**config.mk**
```make
export PLATFORM = sky130hd
export DESIGN_NAME = rf_write_arbiter_flat
export DESIGN_NICKNAME = d
export VERILOG_FILES = /design/src/rtl/rv_pkg.sv /design/src/rtl/rf_write_arbiter_if.sv /design/src/rtl/rr_arb2.sv /design/src/rtl/rf_write_arbiter.sv /design/src/flat_wrapper.sv
export SDC_FILE = /design/constraint.sdc
export NUM_CORES = 1
export LEC_CHECK = 0
export ABC_CLOCK_PERIOD_IN_PS = 2800
export BUFFER_PORTS_ARGS = -buffer_cell sky130_fd_sc_hd__buf_2
export CAP_MARGIN = 20
export CORE_MARGIN = 10
export CORE_UTILIZATION = 45
export CTS_BUF_LIST = sky130_fd_sc_hd__clkbuf_4 sky130_fd_sc_hd__clkbuf_8
export CTS_CLUSTER_SIZE = 40
export DETAILED_ROUTE_END_ITERATION = 12
export HOLD_SLACK_MARGIN = 0.08
export PLACE_DENSITY = 0.81
export SYNTH_ARGS = -nofsm -noshare
export SYNTH_HDL_FRONTEND = slang
export SYNTH_SLANG_ARGS = --single-unit
```
**constraint.sdc**
```tcl
create_clock -name clk -period 2.8 [get_ports clk]
set_clock_uncertainty 0.15 [all_clocks]
set_input_delay 0.14 -clock clk [delete_from_list [all_inputs] [get_ports clk]]
set_output_delay 0.14 -clock clk [all_outputs]
set_load 0.1 [all_outputs]
```
**src/rtl/rv_pkg.sv**
```systemverilog
// ============================================================================
// Module  : rv_pkg
// Brief   : Shared types and constants for the register-file write arbiter.
// Revision: 1.0 - initial release
// ============================================================================
`default_nettype none

package rv_pkg;

    localparam int REG_ADDR_W = 5;
    localparam logic [REG_ADDR_W-1:0] REG_ZERO = 5'd0;

    typedef enum logic [0:0] {
        INIT = 1'b0,
        RUN  = 1'b1
    } rfa_state_t;

endpackage

`default_nettype wire

```
**src/rtl/rf_write_arbiter_if.sv**
```systemverilog
// ============================================================================
// Module  : rf_write_arbiter_if
// Brief   : Requester handshakes plus regfile write-port bundle.
// Revision: 1.0 - initial release
// ============================================================================
`default_nettype none

interface rf_write_arbiter_if #(
    parameter int BITS = 32
);
    import rv_pkg::*;

    logic                  init_req;
    logic                  init_done;

    logic                  req0_valid;
    logic                  req0_ready;
    logic [REG_ADDR_W-1:0] req0_addr;
    logic [BITS-1:0]       req0_data;

    logic                  req1_valid;
    logic                  req1_ready;
    logic [REG_ADDR_W-1:0] req1_addr;
    logic [BITS-1:0]       req1_data;

    logic [REG_ADDR_W-1:0] rf_address_write;
    logic                  rf_write_enable;
    logic [BITS-1:0]       rf_data_write;

    // Arbiter side.
    modport slave (
        input  init_req,
        input  req0_valid, req0_addr, req0_data,
        input  req1_valid, req1_addr, req1_data,
        output req0_ready, req1_ready,
        output rf_address_write, rf_write_enable, rf_data_write,
        output init_done
    );

    // Pipeline / regfile side.
    modport master (
        output init_req,
        output req0_valid, req0_addr, req0_data,
        output req1_valid, req1_addr, req1_data,
        input  req0_ready, req1_ready,
        input  rf_address_write, rf_write_enable, rf_data_write,
        input  init_done
    );

endinterface

`default_nettype wire

```
**src/rtl/rr_arb2.sv**
```systemverilog
// ============================================================================
// Module  : rr_arb2
// Brief   : Two-way round-robin arbiter; the loser of a grant gets priority.
// Revision: 1.0 - initial release
// ============================================================================
`default_nettype none

module rr_arb2 (
    input  wire logic       clk,
    input  wire logic       rst_n,
    input  wire logic       i_enable,
    input  wire logic [1:0] i_valid,
    output logic      [1:0] o_grant
);

    logic       r_prio;
    logic [1:0] w_grant;

    always_comb begin
        w_grant = 2'b00;
        if (i_enable) begin
            case (i_valid)
                2'b01:   w_grant = 2'b01;
                2'b10:   w_grant = 2'b10;
                2'b11:   w_grant = r_prio ? 2'b10 : 2'b01;
                default: w_grant = 2'b00;
            endcase
        end
    end

    always_ff @(posedge clk or negedge rst_n) begin
        if (!rst_n) begin
            r_prio <= 1'b0;
        end else if (w_grant[0]) begin
            r_prio <= 1'b1;
        end else if (w_grant[1]) begin
            r_prio <= 1'b0;
        end
    end

    assign o_grant = w_grant;

endmodule

`default_nettype wire

```
**src/rtl/rf_write_arbiter.sv**
```systemverilog
// ============================================================================
// Module  : rf_write_arbiter
// Brief   : Owns the regfile write port: zero-fills x1..x(REGS-1), then
//           round-robin arbitrates two writeback requesters.
// Revision: 1.0 - initial release
// ============================================================================
`default_nettype none

module rf_write_arbiter
    import rv_pkg::*;
#(
    parameter int BITS = 32,
    parameter int REGS = 32
) (
    input  wire logic        clk,
    input  wire logic        rst_n,
    rf_write_arbiter_if.slave bus
);

    localparam logic [REG_ADDR_W-1:0] c_LAST  = REG_ADDR_W'(REGS - 1);
    localparam logic [REG_ADDR_W-1:0] c_FIRST = 5'd1;

    rfa_state_t            r_state;
    logic [REG_ADDR_W-1:0] r_cnt;
    logic [REG_ADDR_W-1:0] r_addr;
    logic [BITS-1:0]       r_data;
    logic                  r_we;

    logic                  w_enable;
    logic [1:0]            w_grant;
    logic [REG_ADDR_W-1:0] w_sel_addr;
    logic [BITS-1:0]       w_sel_data;

    // init_req blocks any grant in the cycle it is seen.
    assign w_enable = (r_state == RUN) && !bus.init_req;

    rr_arb2 u_arb (
        .clk      (clk),
        .rst_n    (rst_n),
        .i_enable (w_enable),
        .i_valid  ({bus.req1_valid, bus.req0_valid}),
        .o_grant  (w_grant)
    );

    assign w_sel_addr = w_grant[1] ? bus.req1_addr : bus.req0_addr;
    assign w_sel_data = w_grant[1] ? bus.req1_data : bus.req0_data;

    always_ff @(posedge clk or negedge rst_n) begin
        if (!rst_n) begin
            r_state <= INIT;
            r_cnt   <= c_FIRST;
            r_addr  <= '0;
            r_data  <= '0;
            r_we    <= 1'b0;
        end else begin
            case (r_state)
                INIT: begin
                    r_addr <= r_cnt;
                    r_data <= '0;
                    r_we   <= 1'b1;
                    r_cnt  <= r_cnt + 5'd1;
                    if (r_cnt == c_LAST) begin
                        r_state <= RUN;
                    end
                end
                RUN: begin
                    if (bus.init_req) begin
                        r_we    <= 1'b0;
                        r_cnt   <= c_FIRST;
                        r_state <= INIT;
                    end else if (|w_grant) begin
                        r_addr <= w_sel_addr;
                        r_data <= w_sel_data;
                        // x0 writes are handshaken but never reach the regfile.
                        r_we   <= (w_sel_addr != REG_ZERO);
                    end else begin
                        r_we <= 1'b0;
                    end
                end
                default: begin
                    r_state <= INIT;
                    r_cnt   <= c_FIRST;
                    r_we    <= 1'b0;
                end
            endcase
        end
    end

    assign bus.req0_ready       = w_grant[0];
    assign bus.req1_ready       = w_grant[1];
    assign bus.rf_address_write = r_addr;
    assign bus.rf_data_write    = r_data;
    assign bus.rf_write_enable  = r_we;
    assign bus.init_done        = (r_state == RUN);

endmodule

`default_nettype wire

```
**src/flat_wrapper.sv**
```systemverilog
// flat-port wrapper written by rule: the top's interface ports become plain ports
module rf_write_arbiter_flat import rv_pkg::*;
#(
    parameter int BITS = 32,
    parameter int REGS = 32
)
  (clk, rst_n, bus_init_req, bus_req0_valid, bus_req0_addr, bus_req0_data, bus_req1_valid, bus_req1_addr, bus_req1_data, bus_req0_ready, bus_req1_ready, bus_rf_address_write, bus_rf_write_enable, bus_rf_data_write, bus_init_done);
  rf_write_arbiter_if #(.BITS(BITS)) bus_i ();
  input  wire logic clk;
  input  wire logic rst_n;
  input wire logic [$bits(bus_i.init_req)-1:0] bus_init_req;
  input wire logic [$bits(bus_i.req0_valid)-1:0] bus_req0_valid;
  input wire logic [$bits(bus_i.req0_addr)-1:0] bus_req0_addr;
  input wire logic [$bits(bus_i.req0_data)-1:0] bus_req0_data;
  input wire logic [$bits(bus_i.req1_valid)-1:0] bus_req1_valid;
  input wire logic [$bits(bus_i.req1_addr)-1:0] bus_req1_addr;
  input wire logic [$bits(bus_i.req1_data)-1:0] bus_req1_data;
  output wire logic [$bits(bus_i.req0_ready)-1:0] bus_req0_ready;
  output wire logic [$bits(bus_i.req1_ready)-1:0] bus_req1_ready;
  output wire logic [$bits(bus_i.rf_address_write)-1:0] bus_rf_address_write;
  output wire logic [$bits(bus_i.rf_write_enable)-1:0] bus_rf_write_enable;
  output wire logic [$bits(bus_i.rf_data_write)-1:0] bus_rf_data_write;
  output wire logic [$bits(bus_i.init_done)-1:0] bus_init_done;
  assign bus_i.init_req = bus_init_req;
  assign bus_i.req0_valid = bus_req0_valid;
  assign bus_i.req0_addr = bus_req0_addr;
  assign bus_i.req0_data = bus_req0_data;
  assign bus_i.req1_valid = bus_req1_valid;
  assign bus_i.req1_addr = bus_req1_addr;
  assign bus_i.req1_data = bus_req1_data;
  assign bus_req0_ready = bus_i.req0_ready;
  assign bus_req1_ready = bus_i.req1_ready;
  assign bus_rf_address_write = bus_i.rf_address_write;
  assign bus_rf_write_enable = bus_i.rf_write_enable;
  assign bus_rf_data_write = bus_i.rf_data_write;
  assign bus_init_done = bus_i.init_done;
  rf_write_arbiter #(.BITS(BITS), .REGS(REGS)) u_core (.clk(clk), .rst_n(rst_n), .bus(bus_i));
endmodule
```
==> results.py, run 1 <==
metrics = {
    "die": {
        "core_um2": 4750,
        "ios": 120,
        "fp.dieW_um": 90.1,
        "rows": 25,
        "dieArea_um2": 8110,
        "start_util_pct": 46.5,
        "die_y_um": 90.1,
    },
    "power_and_ir_drop": {
        "p_leak_nw": 1.84,
        "power.density_nw_per_um2": 573,
        "peakVddDrop_v": 0.000322,
    },
    "logic_synthesis": {
        "synth_area_um2": 2210,
        "synth_area_leader_cell": "dfrtp_1",
        "synthesis.nets": 324,
        "synth_area_per_cell_um2": 9.09,
        "async_reset_ff_share_pct": 100,
        "yosysMostFrequentCell": "nand2_1",
        "yosysWarningCount": 0,
        "ys_seq_area_share_pct": 51.0,
        "synth_edf_count": 0,
        "ys_types": 33,
        "synth_common_cells": "nand2_1 (68), dfrtp_1 (44), a31oi_1 (33)",
        "ys_ff_latch": 45,
        "synth_ff_type": "dfrtp_1",
        "synth_top_area_share_pct": 49.8,
        "ys_top_cells_by_area": "dfrtp_1 (50%), nand2_1 (12%), a31oi_1 (9.3%), o21ai_0 (7.2%), buf_6 (2.5%)",
        "syn_inst": 243,
    },
    "cells_and_area": {
        "area_delta_synth_final_pct": 69.8,
        "diodes": 0,
        "fillers": 329,
        "drive_gt1_share_pct": 31.7,
        "utilization_pct": 78.9,
        "finalNetCount": 517,
    },
    "timing": {
        "setup_viol": 0,
        "max-slew-margin-rel_pct": 59.8,
        "worst_pin_slew_ps": 601,
        "hold_slack_ps": 89.4,
        "hold_viol_final": 0,
        "min_period_over_period_pct": 86.3,
        "timing.fmax_ghz": 0.414,
        "drv_slew": 0,
        "totalNegativeSetupSlack_ps": 0,
        "rsz0062_at_grt": "false",
        "layout_min_cycle_time_ps": 2420,
    },
    "placed_design": {
        "gp_congestion": 0.894,
        "port-buffer-count": 119,
        "dpl.hpwl_um": 5050,
    },
    "clock_tree": {
        "cts_tree": "yes",
        "clock-sinks": 45,
        "cts_root_buf": "clkbuf_8",
        "numCtsBuffers": 5,
        "clk_pin_slew_worst_paths_ps": 80,
        "clock_latency_ps": 280,
        "htree_levels": 2,
        "post_cts.repair.setup_buffers": 0,
        "clock_path_buffers": 2,
    },
    "worst_setup_path": {
        "slowest_stage": "dlygate4sd3_1",
        "worstPathMaxFanout": 35,
        "slowest_delay_ps": 570,
        "crit_buf_inv": 2,
        "reg2reg_to": "u_core.bus.rf_data_write[7]",
        "crit_path_start_kind": "register",
        "crit_family": "buffers and inverters",
        "cp-end-kind": "register",
        "worst_r2r_path_depth": 6,
        "crit_chain": "nor2b_4 -> nand3_4 -> buf_4 -> o21ai_0 -> a31oi_1 -> dlygate4sd3_1",
        "path_class": "register to register",
        "endpoint": "u_core.bus.rf_data_write[7]",
        "cp.arrival_ps": 2430,
        "rrSetupSlack_ps": 380,
        "crit_required_ps": 2820,
        "critPathLaunch": "u_core.bus.init_done",
        "path_depth": 6,
        "rr_startpoint": "u_core.bus.init_done",
    },
    "status": {
        "status": "completed",
    },
    "worst_hold_path": {
        "whs_path_depth": 4,
        "worstHoldPathType": "input pin to register",
    },
    "flow_run": {
        "maxCapViolCount": 0,
    },
    "detailed_routing": {
        "wl_per_cell_um": 16.1,
        "drtIter0Drc": 124,
        "viasPerCell": 5.22,
        "dr.pass1.iters": 4,
        "wirelength_um": 8080,
        "ant_nets": 0,
        "vias": 2626,
        "post-route-drc-count": 0,
    },
    "global_route": {
        "grt_overflow": 0,
        "grt_util_met2_pct": 34.6,
        "grt.busiest_layer": "met2",
        "grt_pass1_wl_um": 13200,
        "grt_util_all_layers_pct": 19.1,
        "grtUsageMet3_pct": 4.99,
        "antenna_found_initial": 0,
        "first_global_vias": 2781,
        "grt_start_max_net_pins": 46,
        "grtUsageMet1_pct": 20.5,
    },
}
==> what timing repair did <==
action | CTS | global route
setup endpoints to repair | 0 | 16
hold buffers | 79 | 1
hold endpoints to repair | 84 | 3
gates resized for setup | 0 | 1
==> worst min path at each step <==
stage / startpoint / to / slack [ps]
finish: bus_init_req / u_core.r_cnt[2] / 90
global route: bus_req0_addr[0] / u_core.bus.rf_write_enable / 90
CTS: bus_init_req / u_core.r_cnt[2] / 80
detailed placement: rst_n / u_core.bus.rf_data_write[26] / 210
global placement: rst_n / u_core.bus.rf_data_write[26] / 190
floorplan: rst_n / u_core.bus.init_done / -310
==> tightest hold or removal path, delay by kind of cell <==
family / cells / cell delay, ps
AND/OR/NAND/NOR: 2 / 150
buffers and inverters: 1 / 120
AO/OA/AOI/OAI: 1 / 70
==> sequential cells by signal (all words and copies together) (netlist names) <==
register,flops
u_core.bus.rf_data_write,32
u_core.bus.rf_address_write,5
u_core.r_cnt,5
u_core.bus.init_done,1
u_core.bus.rf_write_enable,1
u_core.u_arb.r_prio,1
==> layer usage <==
metal | up-vias | wire length, um
met5 | - | 0
met4 | 0 | 203
met3 | 16 | 497
met2 | 100 | 4290
met1 | 1267 | 3090
li1 | 1243 | -
==> cell usage in the layout (no fill, tap or decap), types with 6 or more instances in the layout <==
cell | Yosys | routed
buf_2 | 9 | 117
dlygate4sd3_1 | 0 | 80
nand2_1 | 68 | 68
dfrtp_1 | 44 | 44
a31oi_1 | 33 | 33
o21ai_0 | 32 | 32
o21ai_1 | 7 | 7
clkbuf_8 | 0 | 6
==> power by group <==
group / internal (mW) / total, mW / switching [mW] / leakage [nW]
clock: 0.206 / 0.404 / 0.198 / 0.0477
combinational: 0.296 / 0.919 / 0.623 / 1.19
sequential: 0.748 / 0.825 / 0.0773 / 0.599
total: 1.25 / 2.15 / 0.899 / 1.84
==> metrics by stage <==
stage | area [um2] | setup slack (ps) | total power [mW] | instances
floorplan | 2210 | 180 | 1.46 | 243
global placement | 2830 | 751 | 1.64 | 415
global route | 3750 | 218 | 2.26 | 503
finish | 3750 | 385 | 2.15 | 503
detailed placement | 2830 | 655 | 1.66 | 415
CTS | 3710 | 129 | 2.15 | 501
==> cell type report <==
| type | instances | area (um2) | area share [%] |
|---|---|---|---|
| well taps | 67 | 83.8 | 2.23 |
| inverters | 4 | 15.0 | 0.400 |
| flip-flops and latches | 45 | 1130 | 30.1 |
| repair buffers | 204 | 1480 | 39.4 |
| multi-input cells | 176 | 958 | 25.6 |
| clock buffers | 7 | 90.1 | 2.40 |
==> kinds of logic (layout without fill, tap and decap cells) <==
kind of cell	after synthesis	count (layout)	share of synthesized area, %
compound gates	84	84	22.4
xor+xnor	2	2	0.793
fa+ha+maj	2	2	1.13
buf+inv	22	215	5.94
flops	45	45	51.0
mux	4	4	1.81
simple gates	84	84	16.9
Note: power is estimated with default switching activity, not from simulation.
==> inputs of run 2 (changes only) <==
- CORE_ASPECT_RATIO: default -> 1.4
==> run 2 against run 1 <==
Effect of this change: count of clock-buffer cells in the layout did not move; sequential power barely moved; fmax fell by 7.1%; largest cell class unchanged; largest power group unchanged.
==> results.py, run 2 (same netlist as run 1, synthesis figures left out) <==
metrics = {
    "worst_setup_path": {
        "crit_required_ps": 2890,
        "slowest_delay_ps": 570,
        "cp.arrival_ps": 2690,
        "crit_path_start_kind": "input pin",
        "slowest_stage": "dlygate4sd3_1",
        "worstPathMaxFanout": 33,
        "rrSetupSlack_ps": 360,
        "reg2reg_to": "u_core.bus.rf_data_write[24]",
        "worst_r2r_path_depth": 6,
        "path_class": "input pin to register",
        "crit_chain": "dlygate4sd3_1 -> buf_2 -> nor2b_4 -> nand3_2 -> inv_2 -> nand2_1 -> a31oi_1 -> dlygate4sd3_1",
        "cp-end-kind": "register",
        "rr_startpoint": "u_core.bus.init_done",
        "crit_top_cell": "dlygate4sd3_1",
    },
    "cells_and_area": {
        "largest_reg_flops": 32,
        "register_area_um2": 1130,
        "fillers": 316,
        "layout_commonest_cell": "buf_2",
        "final_cell_mix": "buf_2 (117), dlygate4sd3_1 (80), nand2_1 (68)",
        "drive_gt1_share_pct": 31.7,
        "multiInputGateArea_um2": 958,
        "diodes": 0,
        "finalNetCount": 516,
        "area_delta_synth_final_pct": 70.3,
        "layoutNonFillerInstCount": 500,
    },
    "worst_hold_path": {
        "worstHoldPathType": "input pin to register",
        "min_to": "u_core.bus.rf_write_enable",
        "worstHoldStart": "bus_req1_addr[3]",
        "whs_path_depth": 3,
    },
    "die": {
        "dieArea_um2": 8150,
        "rows": 30,
        "die_y_um": 103,
        "core_um2": 4800,
        "fp.dieW_um": 79.2,
        "start_util_pct": 46.0,
        "ios": 120,
    },
    "timing": {
        "rsz0062_at_grt": "false",
        "layout_min_cycle_time_ps": 2600,
        "drv_slew": 0,
        "worst_pin_slew_ps": 642,
        "min_period_over_period_pct": 92.8,
        "max-slew-margin-rel_pct": 57.2,
        "timing.fmax_ghz": 0.385,
        "hold_viol_final": 0,
        "setup_viol": 0,
        "totalNegativeSetupSlack_ps": 0,
    },
    "detailed_routing": {
        "dr.pass1.iters": 5,
        "wirelength_um": 8860,
        "drtIter0Drc": 201,
        "post-route-drc-count": 0,
        "ant_nets": 0,
        "wl_per_cell_um": 17.7,
        "vias": 2714,
        "viasPerCell": 5.43,
    },
    "clock_tree": {
        "clk_pin_slew_worst_paths_ps": 90,
        "numCtsBuffers": 5,
        "cts_tree": "yes",
        "htree_levels": 2,
        "clock_path_buffers": 2,
        "clock-sinks": 45,
        "cts_root_buf": "clkbuf_8",
        "clock_latency_ps": 290,
    },
    "global_route": {
        "grt_start_max_net_pins": 46,
        "grt_overflow": 0,
        "first_global_vias": 2876,
        "antenna_found_initial": 0,
        "grt_util_all_layers_pct": 21.5,
        "grt_pass1_wl_um": 14000,
    },
    "power_and_ir_drop": {
        "power.density_nw_per_um2": 581,
        "p_leak_nw": 1.84,
        "peakVddDrop_v": 0.000299,
    },
    "placed_design": {
        "dpl.hpwl_um": 5100,
        "placed_cells": 411,
        "port-buffer-count": 119,
        "gp_congestion": 0.883,
    },
    "flow_run": {
        "maxCapViolCount": 0,
    },
    "status": {
        "status": "completed",
    },
}
==> run 2: critical path: cells and delay by family <==
| kind | cells | cell delay, ps |
|---|---|---|
| AO/OA/AOI/OAI | 1 | 210 |
| buffers and inverters | 4 | 1760 |
| AND/OR/NAND/NOR | 3 | 550 |
==> run 2: report_power, final <==
group	internal (mW)	leakage (nW)	total, mW	switching, mW
Clock	0.223	0.0542	0.438	0.214
Combinational	0.294	1.19	0.924	0.629
Sequential	0.748	0.599	0.827	0.0789
==> run 2: repair_timing <==
action	4_1_cts	5_1_grt
setup buffers	0	0
hold endpoints to repair	87	3
endpoints found under the setup margin	0	7
hold buffers	79	1
resized for setup	0	1
==> run 2: routing by layer <==
metal | track usage (%) | vias to the layer above | wire length (um)
met2 | 40.1 | 133 | 4840
met4 | 12.0 | 0 | 348
li1 | - | 1242 | -
met3 | 4.80 | 26 | 503
met1 | 21.3 | 1313 | 3170
met5 | 0 | - | 0
==> run 2: worst max path at each step <==
stage	startpoint	end	slack, ps	cells after the start
5_1_grt	bus_init_req	u_core.bus.rf_data_write[18]	90	8
6_report	bus_init_req	u_core.bus.rf_data_write[24]	200	8
2_1_floorplan	u_core.bus.init_done	bus_req1_ready	180	6
4_1_cts	bus_init_req	u_core.bus.rf_data_write[29]	170	8
3_3_place_gp	u_core.bus.init_done	bus_req1_ready	880	5
3_5_place_dp	u_core.bus.init_done	u_core.bus.rf_write_enable	800	5
==> run 2: cell type report <==
cell class,instances,share of cell area [%]
Clock buffer,7,2.56
Sequential cell,45,30.0
Inverter,4,0.399
Multi-Input combinational cell,176,25.5
Tap cell,64,2.13
Clock inverter,1,0.133
Timing Repair Buffer,203,39.4
==> run 2: stage by stage <==
| stage | power [mW] | hold slack (ps) | setup WS, ps | util [%] | instance area [um2] |
|---|---|---|---|---|---|
| after global routing | 2.31 | 144 | 93.3 | 78.3 | 3760 |
| after floorplan | 1.46 | -306 | 180 | - | 2210 |
| after CTS | 2.17 | 125 | 170 | 77.6 | 3730 |
| after detailed placement | 1.66 | 212 | 805 | 59.0 | 2830 |
| final | 2.19 | 152 | 201 | 78.3 | 3760 |
| after global placement | 1.64 | 215 | 877 | 59.0 | 2830 |
